`config.mk`:
```
export PLATFORM = sky130hd
export DESIGN_NAME = rng_harvester
export DESIGN_NICKNAME = d
export VERILOG_FILES = /design/src/rtl/rng_harvester.sv
export SDC_FILE = /design/constraint.sdc
export NUM_CORES = 1
export LEC_CHECK = 0
export BUFFER_PORTS_ARGS = -buffer_cell sky130_fd_sc_hd__buf_2
export CAP_MARGIN = 15
export CELL_PAD_IN_SITES_DETAIL_PLACEMENT = 1
export CELL_PAD_IN_SITES_GLOBAL_PLACEMENT = 2
export CORE_AREA = 2 2 151 153
export CTS_CLUSTER_DIAMETER = 100
export DETAILED_ROUTE_END_ITERATION = 10
export DIE_AREA = 0 0 153 155
export GPL_TIMING_DRIVEN = 1
export PLACE_DENSITY_LB_ADDON = 0.08
export SLEW_MARGIN = 20
export SYNTH_ARGS = -nofsm -noshare
export SYNTH_HDL_FRONTEND = slang
export SYNTH_SLANG_ARGS = --single-unit
```
`constraint.sdc`:
```
create_clock -name clk -period 2.95 [get_ports clk]
set_input_delay 0.59 -clock clk [delete_from_list [all_inputs] [get_ports clk]]
set_output_delay 0.59 -clock clk [all_outputs]
set_load 0.01 [all_outputs]
```
`src/rtl/rng_harvester.sv`:
```
// Consumer side of the ring-oscillator RNG: warms the source up, decimates and health-tests
// its samples, and assembles OUT_WORDS of them into one word delivered over valid/ready.
module rng_harvester #(
  parameter int OUT_WORDS = 4,
  parameter int DECIM     = 4,
  parameter int WARMUP    = 16,
  parameter int REP_LIMIT = 3
) (
  input  logic                      clk,
  input  logic                      rst_n,
  input  logic                      start,
  input  logic                      force_odd,
  output logic                      rng_en,
  input  logic [31:0]               rng_in,
  output logic [32*OUT_WORDS-1:0]   rnd_out,
  output logic                      rnd_valid,
  input  logic                      rnd_ready,
  output logic                      busy,
  output logic                      health_err
);

  localparam int DATA_W = 32;
  localparam int OUT_W  = DATA_W * OUT_WORDS;
  localparam int WARM_W = $clog2(WARMUP + 1);
  localparam int DEC_W  = $clog2(DECIM + 1);
  localparam int WORD_W = $clog2(OUT_WORDS + 1);
  localparam int REP_W  = $clog2(REP_LIMIT + 1);

  localparam logic [WARM_W-1:0] WARM_LAST  = WARM_W'(WARMUP - 1);
  localparam logic [DEC_W-1:0]  DEC_LAST   = DEC_W'(DECIM - 1);
  localparam logic [WORD_W-1:0] WORDS_FULL = WORD_W'(OUT_WORDS);
  localparam logic [WORD_W-1:0] WORDS_LAST = WORD_W'(OUT_WORDS - 1);
  localparam logic [REP_W-1:0]  REP_MAX    = REP_W'(REP_LIMIT);

  typedef enum logic [2:0] {
    S_IDLE,
    S_WARMUP,
    S_COLLECT,
    S_HOLD,
    S_FAIL
  } state_t;

  state_t              state_q, state_d;
  logic [WARM_W-1:0]   warm_cnt_q, warm_cnt_d;
  logic [DEC_W-1:0]    dec_cnt_q, dec_cnt_d;
  logic [WORD_W-1:0]   word_cnt_q, word_cnt_d;
  logic [REP_W-1:0]    rep_cnt_q, rep_cnt_d;
  logic [REP_W-1:0]    rep_next;
  logic [DATA_W-1:0]   prev_q, prev_d;
  logic                odd_q, odd_d;
  logic                rng_en_q, rng_en_d;
  logic [OUT_W-1:0]    rnd_out_q, rnd_out_d;
  logic                rnd_valid_q, rnd_valid_d;
  logic                health_err_q, health_err_d;

  // All-zero / all-one samples indicate a stuck source and carry no entropy.
  function automatic logic is_stuck(input logic [DATA_W-1:0] s);
    return (s == '0) || (s == '1);
  endfunction

  // Prime-candidate form: odd, and full bit length.
  function automatic logic [OUT_W-1:0] prime_form(input logic [OUT_W-1:0] w);
    logic [OUT_W-1:0] r;
    r            = w;
    r[0]         = 1'b1;
    r[OUT_W-1]   = 1'b1;
    return r;
  endfunction

  always_comb begin
    state_d      = state_q;
    warm_cnt_d   = warm_cnt_q;
    dec_cnt_d    = dec_cnt_q;
    word_cnt_d   = word_cnt_q;
    rep_cnt_d    = rep_cnt_q;
    rep_next     = rep_cnt_q;
    prev_d       = prev_q;
    odd_d        = odd_q;
    rng_en_d     = rng_en_q;
    rnd_out_d    = rnd_out_q;
    rnd_valid_d  = rnd_valid_q;
    health_err_d = health_err_q;

    case (state_q)
      S_IDLE, S_FAIL: begin
        if (start) begin
          odd_d        = force_odd;
          health_err_d = 1'b0;
          word_cnt_d   = '0;
          rep_cnt_d    = '0;
          warm_cnt_d   = '0;
          rng_en_d     = 1'b1;
          state_d      = S_WARMUP;
        end
      end
      S_WARMUP: begin
        if (warm_cnt_q == WARM_LAST) begin
          dec_cnt_d = '0;
          state_d   = S_COLLECT;
        end else begin
          warm_cnt_d = warm_cnt_q + 1'b1;
        end
      end
      S_COLLECT: begin
        if (word_cnt_q == WORDS_FULL) begin
          rnd_valid_d = 1'b1;
          rng_en_d    = 1'b0;
          state_d     = S_HOLD;
        end else begin
          dec_cnt_d = (dec_cnt_q == DEC_LAST) ? '0 : dec_cnt_q + 1'b1;
          if ((dec_cnt_q == DEC_LAST) && !is_stuck(rng_in)) begin
            // rep_cnt_q == 0 marks the first stored sample since start.
            rep_next = ((rep_cnt_q != '0) && (rng_in == prev_q)) ? rep_cnt_q + 1'b1 : REP_W'(1);
            if (rep_next == REP_MAX) begin
              health_err_d = 1'b1;
              rng_en_d     = 1'b0;
              state_d      = S_FAIL;
            end else begin
              rep_cnt_d = rep_next;
              prev_d    = rng_in;
              for (int i = 0; i < OUT_WORDS; i++) begin
                if (word_cnt_q == WORD_W'(i)) rnd_out_d[i*DATA_W +: DATA_W] = rng_in;
              end
              if ((word_cnt_q == WORDS_LAST) && odd_q) rnd_out_d = prime_form(rnd_out_d);
              word_cnt_d = word_cnt_q + 1'b1;
            end
          end
        end
      end
      S_HOLD: begin
        if (rnd_valid_q && rnd_ready) begin
          rnd_valid_d = 1'b0;
          state_d     = S_IDLE;
        end
      end
      default: state_d = S_IDLE;
    endcase
  end

  always_ff @(posedge clk or negedge rst_n) begin
    if (!rst_n) begin
      state_q      <= S_IDLE;
      warm_cnt_q   <= '0;
      dec_cnt_q    <= '0;
      word_cnt_q   <= '0;
      rep_cnt_q    <= '0;
      prev_q       <= '0;
      odd_q        <= 1'b0;
      rng_en_q     <= 1'b0;
      rnd_out_q    <= '0;
      rnd_valid_q  <= 1'b0;
      health_err_q <= 1'b0;
    end else begin
      state_q      <= state_d;
      warm_cnt_q   <= warm_cnt_d;
      dec_cnt_q    <= dec_cnt_d;
      word_cnt_q   <= word_cnt_d;
      rep_cnt_q    <= rep_cnt_d;
      prev_q       <= prev_d;
      odd_q        <= odd_d;
      rng_en_q     <= rng_en_d;
      rnd_out_q    <= rnd_out_d;
      rnd_valid_q  <= rnd_valid_d;
      health_err_q <= health_err_d;
    end
  end

  assign rng_en     = rng_en_q;
  assign rnd_out    = rnd_out_q;
  assign rnd_valid  = rnd_valid_q;
  assign health_err = health_err_q;
  assign busy       = (state_q != S_IDLE);

endmodule

```
After elaboration in Yosys (flattened, before gate mapping) --
Index checks and enable logic that the tools add are counted.
Cells by class: eq/ne operators 24, $add $sub $neg 4, multiplexer cells 43, reduce and logical (&&, ||, !) cells 29, bitwise logic cells 2
Operators with widths (number):
- 2-to-1 mux 128 bit | 1
- 2-to-1 mux 32 bit | 4
- 2-to-1 mux 3 bit | 13
- equality test 32 bit | 1
- equality test 32 bit (second input constant) | 1
- logical NOT 32 bit | 1
- AND reduction 5 bit | 5
- inequality test 2 bit (second input constant) | 9
- equality test 3 x 2 -> 1 bit (second input constant) | 5
- nonzero test 2 bit | 7
- one-hot mux 3 bit (2 select lines) | 2
- one-hot mux 3 bit (4 select lines) | 1
- 2-to-1 mux 1 bit | 10
- 2-to-1 mux 2 bit | 5
- 2-to-1 mux 5 bit | 2
- one-hot mux 5 bit (2 select lines) | 1
- AND reduction 3 bit | 3
- AND reduction 4 bit | 2
- adder 3 x 1 -> 3 bit (second input constant) | 2
- equality test 3 x 1 -> 1 bit (second input constant) | 2
- equality test 3 bit (second input constant) | 2
- logical NOT 3 bit | 2
- inequality test 3 bit (second input constant) | 2
- one-hot mux 1 bit (2 select lines) | 3
- 12 further kinds | 16
Word-level totals: flip-flop bits (word level) 180, output and inout port bits 132, bits of input ports 37, word-level logic and storage cells 115

Longest topological paths before layout --
depth in word-level cells 8, depth in mapped cells 10, gate-level depth less buffers 9

Worst setup path before layout --
OpenSTA, ideal clock, no wires.
path kind input -> register, start input rng_in[8], end register rnd_out_q[32] (netlist: rnd_out[32]), stages 10, path buffers 4, path slack 0.086 ns, arrival time 2.739 ns, path through clkbuf_1 xor2_1 nor4_1 nand3_1 or4_1 buf_2 and4_1 buf_6 buf_6 mux2_4
On the way: word-level cells in the longest chain between the ends 6, elaborated cells between the ends (all ways) 11, classes of those cells eq/ne (3); mux (1); bitwise (1); reduce/logical (6)
RTL lines:
- from (decl) | RTL line 14 | input logic [31:0] rng_in,
- equality test 32 bit | RTL line 113 | rep_next = ((rep_cnt_q != '0) && (rng_in == prev_q)) ? rep_cnt_q + 1'b1 : REP_W'(1);
- logical AND 1 bit | RTL line 113
- 2-to-1 mux 2 bit | RTL line 113
- equality test 2 bit | RTL line 114 | if (rep_next == REP_MAX) begin
- inverter 1 bit (no line)
- AND reduction 4 bit (no line) (*)
- to (signal assigned) | RTL line 162 | rnd_out_q <= rnd_out_d;
- to (decl) | RTL line 52 | logic [OUT_W-1:0] rnd_out_q, rnd_out_d;
Every way passes the cells marked *; elsewhere a longest branch is shown, timed or not. A chain may end at the register's enable or synchronous reset.

Final worst setup path --
start register prev_q[10], end register rnd_out_q[95] (netlist: rnd_out[95])
On the way: word-level cells in the longest chain between the ends 6
RTL lines:
- from (decl) | RTL line 49 | logic [DATA_W-1:0] prev_q, prev_d;
- from (signal assigned) | RTL line 159 | prev_q <= prev_d;
- equality test 32 bit | RTL line 113
- logical AND 1 bit | RTL line 113
- 2-to-1 mux 2 bit | RTL line 113
- equality test 2 bit | RTL line 114
- inverter 1 bit (no line)
- AND reduction 4 bit (no line)
Every way passes these cells.

==> results.yml <==
status:
  status: "finished clean"
worst_setup_path:
  slowest_delay_ps: 610
  cp.arrival_ps: 3110
  ff2ff_path_depth: 8
  rr_startpoint: "prev_q[10]"
  reg2reg_to: "rnd_out[95]"
  r2r_setup_slack_ps: 150
  endpoint_kind: "register"
  crit_fanout: 21
  path_class: "reg -> reg"
  crit_chain: "xor2_1 > nor4_2 > buf_4 > nand3_1 > or4_4 > and4_2 > buf_12 > mux2_1"
  crit_slowest_cell: "or4_4"
  cp_top_family: "simple AND/OR/NAND/NOR gates"
  start_kind: "register"
  cp.buffers_inverters: 2
  cp.required_ps: 3260
layout:
  syn2layout_area_growth_pct: 28.7
  final_cells: 1098
  diodes: 0
  drive_above_1_share_pct: 50.2
  layout.nets: 846
sta:
  maxSlewViolCount: 0
  setup_slack_ps: 150
  fin_crit_sh_pct: 94.9
  slew-limit-headroom_pct: 53.8
  fin_tns_setup_ps: 0
  finalSetupViolCount: 0
  holdWs_ps: 160
  fmax_mhz: 357
  hold_viol_final: 0
  period_minus_slack_ps: 2800
  worst_pin_slew_ps: 693
  finClkSkew_ps: 13.0
  rsz0062_at_grt: "false"
pwr:
  peakVddDrop_mv: 0.329
  p_seq_share_pct: 43.9
  switching_share_pct: 31.1
  comb_power_share_pct: 25.3
  clockPowerShare_pct: 30.7
  p_per_area_nw_per_um2: 746
  p_sw_mw: 2.39
  internal_power_mw: 5.30
  p_leak_nw: 5.15
cts:
  cts_hold_buf: 0
  clk_pin_slew_worst_paths_ps: 70
  clk_path_buf_depth: 2
  root_buffer: "clkbuf_16"
  cts_buffers: 17
  clock-sinks: 180
  cts_resized: 0
  post-cts-setup-buffer-count: 0
  cts_tree: "built"
  htree_levels: 4
  clk_latency_ps: 430
synthesis:
  synth_cell_types: 45
  synth_top_area_share_pct: 56.2
  avgSynthCellArea_um2: 13.8
  synthesis.area_um2: 8010
  async_flop_share_pct: 100
  synthFlopType: "dfrtp_1"
  synth_top_area_cell: "dfrtp_1"
  syn_inst: 582
  synth-seq-cells: 180
  netlist_top_cells_count: "180 x dfrtp_1, 67 x mux2_2, 60 x mux2_4, 29 x mux2_1, 23 x clkbuf_1"
  seq_area_frac_synth_pct: 56.2
  synth_warnings: 0
  synthTopCellsByArea: "dfrtp_1 56%, mux2_4 11%, mux2_2 9.4%, mux2_1 4.1%, xor2_1 2.0%"
  syn_nets: 628
  synth_edf_count: 0
  yosysMostFrequentCell: "dfrtp_1"
floorplanning:
  fp.dieW_um: 153
  rows: 55
  start_util_pct: 36.0
  dieArea_um2: 23700
  ios: 169
  core_um2: 22200
  die_h_um: 155
grt:
  grt_use_total_pct: 19.3
  use_met2_pct: 32.5
  grt_start_max_net_pins: 70
  grt_use_met1_pct: 25.9
  met3_usage_pct: 3.82
  grt_pass1_wl_mm: 35.7
  grt_antenna_before_repair: 0
  grt.busiest_layer: "met2"
  first_global_vias: 6129
  grt-ovfl-total: 0
detailed_routing:
  first_iter_violations: 198
  dr.pass1.iters: 4
  postRouteAntennaNets: 0
  wl_per_cell_um: 20.3
  via_count: 5437
  viasPerCell: 4.95
  drt-total-wl_mm: 22.3
  drcViolationCount: 0
placed_design:
  place.gp.congestion: 0.761
  post-place-cells: 1065
  port-buffer-count: 168
  dp_slack_ps: -249
  dpl.hpwl_mm: 16.0
min_path:
  hp-class: "in -> async"
job:
  max_cap_viol_count: 0
## per-stage QoR
stage          total power, mW  instance area [um^2]  util [%]
2_1_floorplan             4.49                  8010         -
5_1_grt                   8.14                 10300      46.4
3_5_place_dp              5.38                  9670      43.5
3_3_place_gp              5.28                  9670      43.5
4_1_cts                   7.78                 10300      46.2
6_report                  7.69                 10300      46.4
## flip-flops by register name, summed over array words and instances, names as in the netlist
| signal | flops |
|---|---|
| state_q | 3 |
| rnd_out | 128 |
| rnd_valid | 1 |
| health_err | 1 |
| odd_q | 1 |
| rep_cnt_q | 2 |
| word_cnt_q | 3 |
| dec_cnt_q | 3 |
| prev_q | 32 |
| rng_en | 1 |
| warm_cnt_q | 5 |
## cell families after synthesis
family	Yosys count	share of synthesized area [%]
mux	159	25.1
compound gates	40	3.44
buf+inv	58	3.66
fa+ha+maj	9	1.41
xor+xnor	20	2.19
flops	180	56.2
simple gates	116	7.94
## placed cells by master (no fill, tap or decap), types with 2 or more instances in the layout
cell        Yosys  final
clkbuf_16       0     17
mux2i_1         3      3
xnor2_1         2      2
mux2_1         29     29
nand3_1         9      8
a21oi_1         7      7
nor3_1          5      4
buf_4           0     63
bufinv_16       0      2
nand2b_1       11     11
xor2_1         18     18
inv_6           0      3
nor2b_1        14     14
o2111a_1        3      3
mux2_2         67     67
clkinvlp_4      0      4
or3_1           2      2
and2_1          4      4
o21ai_0        10     10
nor4_1         13     12
buf_2          11    167
inv_1          15     15
nand2_1        21     21
dfrtp_1       180    180
mux2_4         60     60
ha_1            9      9
nor2_1         13     13
buf_12          0     11
or4_1           3      2
nand4_1        15     15
inv_8           0      3
a31oi_1         8      8
and4_2          0      2
## power by group through the flow
| stage | registers, mW | logic (mW) | clock network [mW] |
|---|---|---|---|
| 2_1_floorplan | 3.47 | 1.02 | 0 |
| 3_3_place_gp | 3.39 | 1.89 | 0 |
| 3_5_place_dp | 3.42 | 1.96 | 0 |
| 4_1_cts | 3.38 | 1.97 | 2.43 |
| 5_1_grt | 3.45 | 2.16 | 2.53 |
| 6_report | 3.38 | 1.95 | 2.36 |
## final cells by class
| cell class | instances | area [um^2] |
|---|---|---|
| fillers | 2363 | 11900 |
| flip-flops and latches | 180 | 4500 |
| multi-input cells | 344 | 3240 |
| repair buffers | 242 | 1540 |
| clock buffers | 19 | 443 |
| well taps | 285 | 357 |
| clock inverters | 13 | 166 |
| inverters | 15 | 56.3 |
## per-layer routing
layer,up-vias,share of wire (%)
met5,-,0
met4,0,0.80
met3,9,3.4
met2,107,49
met1,2832,47
li1,2489,-
## worst max-delay path by stage
stage,start,to,slack (ps),cells past startpoint
2_1_floorplan,rng_in[8],rnd_out[32],90,10
6_report,prev_q[10],rnd_out[95],150,8
4_1_cts,prev_q[10],rnd_out[95],20,8
3_5_place_dp,rng_in[10],rnd_out[95],-250,9
5_1_grt,prev_q[10],rnd_out[95],10,8
3_3_place_gp,rng_in[10],rnd_out[79],-250,9
Note: power is estimated with default switching activity, not from simulation.
